`config.mk`:
```
export PLATFORM = sky130hd
export DESIGN_NAME = switch_mode_ctrl
export DESIGN_NICKNAME = d
export VERILOG_FILES = /design/src/rtl/switch_proc_pkg.sv /design/src/rtl/btn_debounce.sv /design/src/rtl/switch_mode_ctrl.sv
export SDC_FILE = /design/constraint.sdc
export NUM_CORES = 1
export LEC_CHECK = 0
export BUFFER_PORTS_ARGS = -buffer_cell sky130_fd_sc_hd__buf_2
export CAP_MARGIN = 30
export CORE_AREA = 3 3 95 75
export DETAILED_ROUTE_END_ITERATION = 7
export DIE_AREA = 0 0 98 78
export PLACE_DENSITY = 0.69
export SKIP_LAST_GASP = 1
export SLEW_MARGIN = 10
export SYNTH_ARGS = -nofsm -noshare
export SYNTH_HDL_FRONTEND = slang
export SYNTH_HIERARCHICAL = 1
export SYNTH_SLANG_ARGS = --single-unit
```
`constraint.sdc`:
```
create_clock -name clk -period 2.7 [get_ports clk]
set_input_delay 0.135 -clock clk [delete_from_list [all_inputs] [get_ports clk]]
set_output_delay 0.135 -clock clk [all_outputs]
set_load 0.02 [all_outputs]
```
`src/rtl/switch_proc_pkg.sv`:
```
// Shared definitions for the switch-processing design: display-mode encoding,
// LED width and the mode-advance order.
package switch_proc_pkg;

    localparam int LED_W = 4;

    typedef enum logic [1:0] {
        MODE_PASS  = 2'd0,
        MODE_INC   = 2'd1,
        MODE_BLINK = 2'd2,
        MODE_SCAN  = 2'd3
    } mode_e;

    function automatic mode_e next_mode(input mode_e m);
        case (m)
            MODE_PASS:  return MODE_INC;
            MODE_INC:   return MODE_BLINK;
            MODE_BLINK: return MODE_SCAN;
            default:    return MODE_PASS;
        endcase
    endfunction

endpackage

```
`src/rtl/btn_debounce.sv`:
```
// Two-flop synchronizer, counter-based debounce and a rising-edge pulse that
// fires on the same edge the debounced level flips from 0 to 1.
module btn_debounce #(
    parameter int DB_CYCLES = 1000000,
    parameter int DB_WIDTH  = 20
) (
    input  logic clk,
    input  logic rst,
    input  logic in,
    output logic out,
    output logic rise
);

    localparam logic [DB_WIDTH-1:0] CNT_LAST = DB_WIDTH'(DB_CYCLES - 1);

    logic                sync1_q;
    logic                sync2_q;
    logic                db_q;
    logic                db_d;
    logic [DB_WIDTH-1:0] cnt_q;
    logic [DB_WIDTH-1:0] cnt_d;
    logic                flip;

    always_ff @(posedge clk or negedge rst) begin
        if (!rst) begin
            sync1_q <= 1'b0;
            sync2_q <= 1'b0;
            db_q    <= 1'b0;
            cnt_q   <= '0;
        end else begin
            sync1_q <= in;
            sync2_q <= sync1_q;
            db_q    <= db_d;
            cnt_q   <= cnt_d;
        end
    end

    // The flip happens on the edge where the count would reach DB_CYCLES.
    always_comb begin
        flip  = (sync2_q != db_q) && (cnt_q == CNT_LAST);
        db_d  = db_q;
        cnt_d = '0;
        if (sync2_q != db_q) begin
            if (flip) begin
                db_d = sync2_q;
            end else begin
                cnt_d = cnt_q + DB_WIDTH'(1);
            end
        end
    end

    assign out  = db_q;
    assign rise = flip & sync2_q;

endmodule

```
`src/rtl/switch_mode_ctrl.sv`:
```
// Display-mode controller: synchronizes the switches, steps a 4-mode FSM on
// debounced button presses and drives the LEDs from a registered stage.
module switch_mode_ctrl
    import switch_proc_pkg::*;
#(
    parameter int HALF_PERIOD = 25000000,
    parameter int PH_WIDTH    = 28,
    parameter int DB_CYCLES   = 1000000,
    parameter int DB_WIDTH    = 20
) (
    input  logic             clk,
    input  logic             rst,
    input  logic [LED_W-1:0] sw,
    input  logic             btn,
    output logic [LED_W-1:0] led,
    output logic [1:0]       mode,
    output logic             phase
);

    localparam logic [PH_WIDTH-1:0] PH_LAST = PH_WIDTH'(HALF_PERIOD - 1);

    logic [LED_W-1:0]    sw_s1_q;
    logic [LED_W-1:0]    sw_s_q;
    logic                btn_db;
    logic                adv;

    mode_e               mode_q;
    mode_e               mode_d;
    logic [PH_WIDTH-1:0] ph_cnt_q;
    logic [PH_WIDTH-1:0] ph_cnt_d;
    logic                phase_q;
    logic                phase_d;
    logic [1:0]          scan_idx_q;
    logic [1:0]          scan_idx_d;
    logic [LED_W-1:0]    led_q;
    logic [LED_W-1:0]    led_d;
    logic [LED_W-1:0]    sw_inc;
    logic                wrap;

    btn_debounce #(
        .DB_CYCLES (DB_CYCLES),
        .DB_WIDTH  (DB_WIDTH)
    ) u_btn_debounce (
        .clk  (clk),
        .rst  (rst),
        .in   (btn),
        .out  (btn_db),
        .rise (adv)
    );

    always_ff @(posedge clk or negedge rst) begin
        if (!rst) begin
            sw_s1_q    <= '0;
            sw_s_q     <= '0;
            mode_q     <= MODE_PASS;
            ph_cnt_q   <= '0;
            phase_q    <= 1'b0;
            scan_idx_q <= '0;
            led_q      <= '0;
        end else begin
            sw_s1_q    <= sw;
            sw_s_q     <= sw_s1_q;
            mode_q     <= mode_d;
            ph_cnt_q   <= ph_cnt_d;
            phase_q    <= phase_d;
            scan_idx_q <= scan_idx_d;
            led_q      <= led_d;
        end
    end

    // A press restarts the phase in its lit half and overrides a same-cycle wrap.
    always_comb begin
        mode_d     = mode_q;
        ph_cnt_d   = ph_cnt_q + PH_WIDTH'(1);
        phase_d    = phase_q;
        scan_idx_d = scan_idx_q;
        wrap       = (ph_cnt_q == PH_LAST);
        sw_inc     = sw_s_q + LED_W'(1);
        led_d      = sw_s_q;

        if (adv) begin
            mode_d   = next_mode(mode_q);
            ph_cnt_d = '0;
            phase_d  = 1'b1;
            if (mode_q == MODE_BLINK) begin
                scan_idx_d = '0;
            end
        end else if (wrap) begin
            ph_cnt_d = '0;
            phase_d  = ~phase_q;
            if (mode_q == MODE_SCAN) begin
                scan_idx_d = scan_idx_q + 2'd1;
            end
        end

        case (mode_q)
            MODE_PASS:  led_d = sw_s_q;
            MODE_INC:   led_d = sw_inc;
            MODE_BLINK: led_d = phase_q ? sw_inc : '0;
            MODE_SCAN:  led_d = LED_W'(1) << scan_idx_q;
            default:    led_d = sw_s_q;
        endcase
    end

    assign led   = led_q;
    assign mode  = mode_q;
    assign phase = phase_q;

    logic unused_btn_db;
    assign unused_btn_db = btn_db;

endmodule

```
== Word level (Yosys, flattened, before mapping) ==
Cells that the tools add are included.

* $add $sub $neg: 4
* $mul: 0
* Divide/modulo/power cells: 0
* Order comparisons: 0
* Eq/ne operators: 7
* Shift operators: 1
* Multiplexer cells: 13
* Bitwise operators: 2
* Reductions and logical operators: 6

{| class="wikitable"
|+ Operators by type and width
! kind !! number
|-
| $mux 28 || 2
|-
| $mux 20 || 2
|-
| $add 28x1->28 const B || 1
|-
| $eq 28x25->1 const B || 1
|-
| $add 20x1->20 const B || 1
|-
| $eq 20x20->1 const B || 1
|-
| $pmux 4 s4 || 1
|-
| $mux 2 || 4
|-
| $pmux 2 s3 || 1
|-
| $add 4x1->4 const B || 1
|-
| $eq 2x2->1 const B || 2
|-
| $mux 4 || 1
|-
| $reduce_bool 2->1 || 2
|-
| $shl 1x2->4 const A || 1
|-
| $reduce_and 3->1 || 1
|-
| $add 2x1->2 const B || 1
|-
| $eq 2x1->1 const B || 1
|-
| $logic_not 2->1 || 1
|-
| $mux 1 || 2
|-
| $ne 2x1->1 const B || 1
|-
| $reduce_and 2->1 || 1
|-
| $and 1x1->1 || 1
|-
| $logic_and 1x1->1 || 1
|-
| $ne 1x1->1 || 1
|-
| $not 1->1 || 1
|}

* Register bits after elaboration: 68
* Bits in latches: 0
* Bits in writable memories: 0
* Memory bits (read-only): 0
* Input port bits: 7
* Word-level logic and storage cells: 44
* Memories kept: 0

== Depth between registers and ports, before layout ==
* Word-level depth: 5
* Mapped depth: 8
* Mapped depth without buffers: 7

== By module ==
Netlist, hierarchy kept.

{| class="wikitable"
|+ By module, submodules not included
! module !! instances !! cells an instance !! area an instance (um^2) !! seq. area each (um^2)
|-
| switch_mode_ctrl || 1 || 223 || 2248.4 || 1126.1
|-
| btn_debounce || 1 || 106 || 1159.9 || 575.6
|}

== Least setup slack after synthesis ==
OpenSTA, ideal clock, no wires.

* Kind: reg-to-reg
* Start point: reg u_btn_debounce.cnt_q[11]
* End point: reg ph_cnt_q[10]
* Arrival: 2339 ps
* Data required time: 2579 ps
* Path slack: 240 ps
* Stages on the path, launching flop included: 9
* Buffers on the path: 2
* Period minus slack after synthesis: 2460 ps
* Path through: dfrtp_1 nor4_2 nand4_2 or4_4 nor3b_1 clkbuf_1 o21bai_2 buf_2 nor2_1

* Cells in the longest elaborated chain, start to end: 4

{| class="wikitable"
|+ Ends and longest elaborated chain
! what !! RTL line !! RTL
|-
| from (decl) || btn_debounce.sv:20 || <nowiki>logic [DB_WIDTH-1:0] cnt_q;</nowiki>
|-
| from (signal assigned) || btn_debounce.sv:34 || <nowiki>cnt_q <= cnt_d;</nowiki>
|-
| $eq 20x20->1 || btn_debounce.sv:40 || <nowiki>flip = (sync2_q != db_q) && (cnt_q == CNT_LAST);</nowiki>
|-
| $logic_and 1x1->1 || btn_debounce.sv:40 ||
|-
| $and 1x1->1 || btn_debounce.sv:53 || <nowiki>assign rise = flip & sync2_q;</nowiki>
|-
| via adv || switch_mode_ctrl.sv:25 || <nowiki>logic adv;</nowiki>
|-
| $mux 28 || switch_mode_ctrl.sv:81 || <nowiki>if (adv) begin</nowiki>
|-
| via ph_cnt_d[10] || switch_mode_ctrl.sv:30 || <nowiki>logic [PH_WIDTH-1:0] ph_cnt_d;</nowiki>
|-
| to (signal assigned) || switch_mode_ctrl.sv:64 || <nowiki>ph_cnt_q <= ph_cnt_d;</nowiki>
|-
| to (decl) || switch_mode_ctrl.sv:29 || <nowiki>logic [PH_WIDTH-1:0] ph_cnt_q;</nowiki>
|}

The timed path passes the listed nets, and every way through them passes these cells.
A chain may end at the register's enable or synchronous reset.

== Final worst setup path ==
* Start point: reg u_btn_debounce.cnt_q[8]
* End point: reg scan_idx_q[1]

* Cells in the longest elaborated chain, start to end: 5

{| class="wikitable"
|+ Ends and longest elaborated chain
! what !! RTL line !! RTL
|-
| $eq 20x20->1 * || btn_debounce.sv:40 ||
|-
| $logic_and 1x1->1 * || btn_debounce.sv:40 ||
|-
| $and 1x1->1 * || btn_debounce.sv:53 ||
|-
| via adv || switch_mode_ctrl.sv:25 ||
|-
| $ne 2x1->1 (no source line) / $reduce_bool 2->1 (equally long branches) || -- ||
|-
| $reduce_and 3->1 (no source line) || -- ||
|-
| to (signal assigned) || switch_mode_ctrl.sv:66 || <nowiki>scan_idx_q <= scan_idx_d;</nowiki>
|-
| to (decl) || switch_mode_ctrl.sv:33 || <nowiki>logic [1:0] scan_idx_q;</nowiki>
|}

Mark *: on every way through the listed nets, which the timed path passes. The rest lies on a longest branch.

==> reports/qor.txt <==
VDD IR max = 0.263 mV
first-pass GRT wire length = 11600 um
Die X = 98 um
kind of critical path = reg2reg
post-synth net total = 348
vias per cell = 5.70
Tcrit/Tclk final = 88.7%
diodes inserted = 0
unrepaired setup endpoints after global routing = false
fin area = 0.00384 mm^2
footprint of the multi-input gates = 0.00161 mm^2
fin. max-slew vios = 0
wire per inst = 15.0 um
# fillers = 544
hold buffers post-CTS = 5
top cells by count, synth = dfrtp_1 (68), nor2_1 (36), nand2_1 (22)
Setup-failing EPs final = 0
largest net degree at the start of global routing = 69
post_cts resized = 0
DRC = 0
top cells by area, synth = dfrtp_1 (50%), ha_1 (4.4%), xnor2_1 (4.1%)
Clk Latency, worst-skew pair = 0.34 ns
Syn-to-layout area delta = 12.8%
Main synth FF type = dfrtp_1
Synth cell types = 45
Initial Utilization = 54.8%
GP Congestion = 0.763
mapped cell area = 0.00341 mm^2
H-tree depth = 3
post-synth top area share = 49.9%
fmax = 417 MHz
count leader, synth = dfrtp_1
worst setup skew after layout = 0.0111 ns
non-filler cells, final = 443
syn_area_per_cell = 10.4 um^2
DR iter-0 viols = 146
Clock Sinks = 68
initial antenna violation count = 0
Power per Cell Area = 478 mW/mm^2
row count = 25
I/O pin count = 14
Util after Layout = 61.8%
CORE AREA = 0.00622 mm^2
number of global-route vias before repair = 2435
antenna-violating nets left = 0
DP Worst Slack = 0.296 ns
post-detail-place hpwl = 4400 um
WHS = 0.234 ns
critical path required time = 2.93 ns
CP arrival = 2.62 ns
grt total ovfl = 0
Setup TNS = 0 ns
Slew HR = 58.4%
Tot Pwr = 1.84 mW
post-layout minimum cycle time = 2.40 ns
crit path max fanout = 10
CTS tree = yes
Maximum Capacitance Violations = 0
layout cell share with drive strength beyond 1 = 13.8%
number of synthesized register bits = 68
status = completed
Die Y = 78 um
Synth warnings = 6
Post-CTS Setup Inserts = 0
DP Area = 0.00359 mm^2
clock root cell = clkbuf_8
Routed WL = 6660 um
Post-synth EDFFs = 0
die area = 0.00764 mm^2
measured slew at the worst slew-check pin = 0.616 ns
CP Launch Type = flop
cells after synthesis = 329
Port Buffers = 13
Pleak = 1.59 nW
Worst-path clk slew = 0.07 ns
net count reported at finish = 376
Async S/R FF share, synth = 100%
via count = 2526
placed cells = 420
GRT Util Overall = 19.0%
Fin. Hold Viols = 0
hold crit path type = in2async
First-pass DRT Iterations = 4
CP endpoint kind = flop
Synth area leader = dfrtp_1
Clock Path Buffers = 2
Final Worst Setup Slack = 0.305 ns
register area share after synthesis = 49.9%
Num CTS Buffers = 9
storage element area = 0.00170 mm^2
reg2reg setup slack = 0.30 ns
[worst paths after layout]
kind | from | end | cells after the start
worst max-delay path | u_btn_debounce/cnt_q[8]$_DFF_PN0_ | scan_idx_q[1]$_DFFE_PN0P_ | 8
worst min register to register | sw_s1_q[2]$_DFF_PN0_ | sw_s_q[2]$_DFF_PN0_ | 0
worst max register to register | u_btn_debounce/cnt_q[8]$_DFF_PN0_ | scan_idx_q[1]$_DFFE_PN0P_ | 8
min in group clk | sw_s1_q[2]$_DFF_PN0_ | sw_s_q[2]$_DFF_PN0_ | 0
max in group asynchronous | rst | ph_cnt_q[24]$_DFF_PN0_ | 4
worst min-delay path | rst | u_btn_debounce/cnt_q[19]$_DFF_PN0_ | 3
[metal layers]
layer  part of all wire [%]  GRT usage [%]  up-vias
li1                       -              -     1246
met1                     50           27.6     1226
met2                     45           27.4       45
met3                    4.4           5.93        9
met4                    1.3           5.39        0
met5                      0              0        -
[placed cells by master (no fill, tap or decap), types with 10 or more instances in the layout]
master,Yosys,routed
nor2_1,36,36
inv_1,11,11
nand3_1,17,17
a21oi_1,21,21
or4_1,16,16
clkbuf_8,0,10
xor2_1,12,12
ha_1,12,12
nand2_1,22,22
o31ai_1,13,13
buf_2,3,13
dfrtp_1,68,68
xnor2_1,16,16
[layout make-up]
cell class	count	area share, %
clock buffers	12	3.77
flip-flops and latches	68	44.3
inverters	11	1.07
clock inverters	4	0.651
well taps	81	2.64
repair buffers	27	5.66
multi-input cells	240	41.9
[flip-flops by register name, summed over array words and instances (netlist names)]
name / count
u_btn_debounce/sync2_q: 1
u_btn_debounce/sync1_q: 1
u_btn_debounce/out: 1
u_btn_debounce/cnt_q: 20
scan_idx_q: 2
mode: 2
sw_s1_q: 4
led: 4
phase: 1
sw_s_q: 4
ph_cnt_q: 28
[cells by family (layout without fill, tap and decap cells)]
| kind of cell | after synthesis | after routing | synth area share, % |
|---|---|---|---|
| AO/OA/AOI/OAI | 46 | 46 | 8.85 |
| XOR/XNOR | 28 | 28 | 7.20 |
| adder cells (fa/ha/maj) | 12 | 12 | 4.41 |
| buffers and inverters | 21 | 54 | 2.75 |
| flip-flops | 68 | 68 | 49.9 |
| multiplexers | 8 | 8 | 2.57 |
| AND/OR/NAND/NOR | 146 | 146 | 24.3 |
[power breakdown]
part	leakage, nW	internal [mW]	switching [mW]
clock	0.0824	0.356	0.377
combinational	0.609	0.0261	0.0377
sequential	0.901	1.03	0.00934
total	1.59	1.41	0.424
[worst max-delay path: stages (launching register included)]
cell	delay [ns]
dfrtp_1	0.46
nor4_2	0.27
nand4_2	0.17
or4_4	0.54
nor3b_1	0.19
buf_4	0.19
nand4b_1	0.12
nor3_1	0.08
mux2_2	0.27
Power figures use the tool's default switching activity.
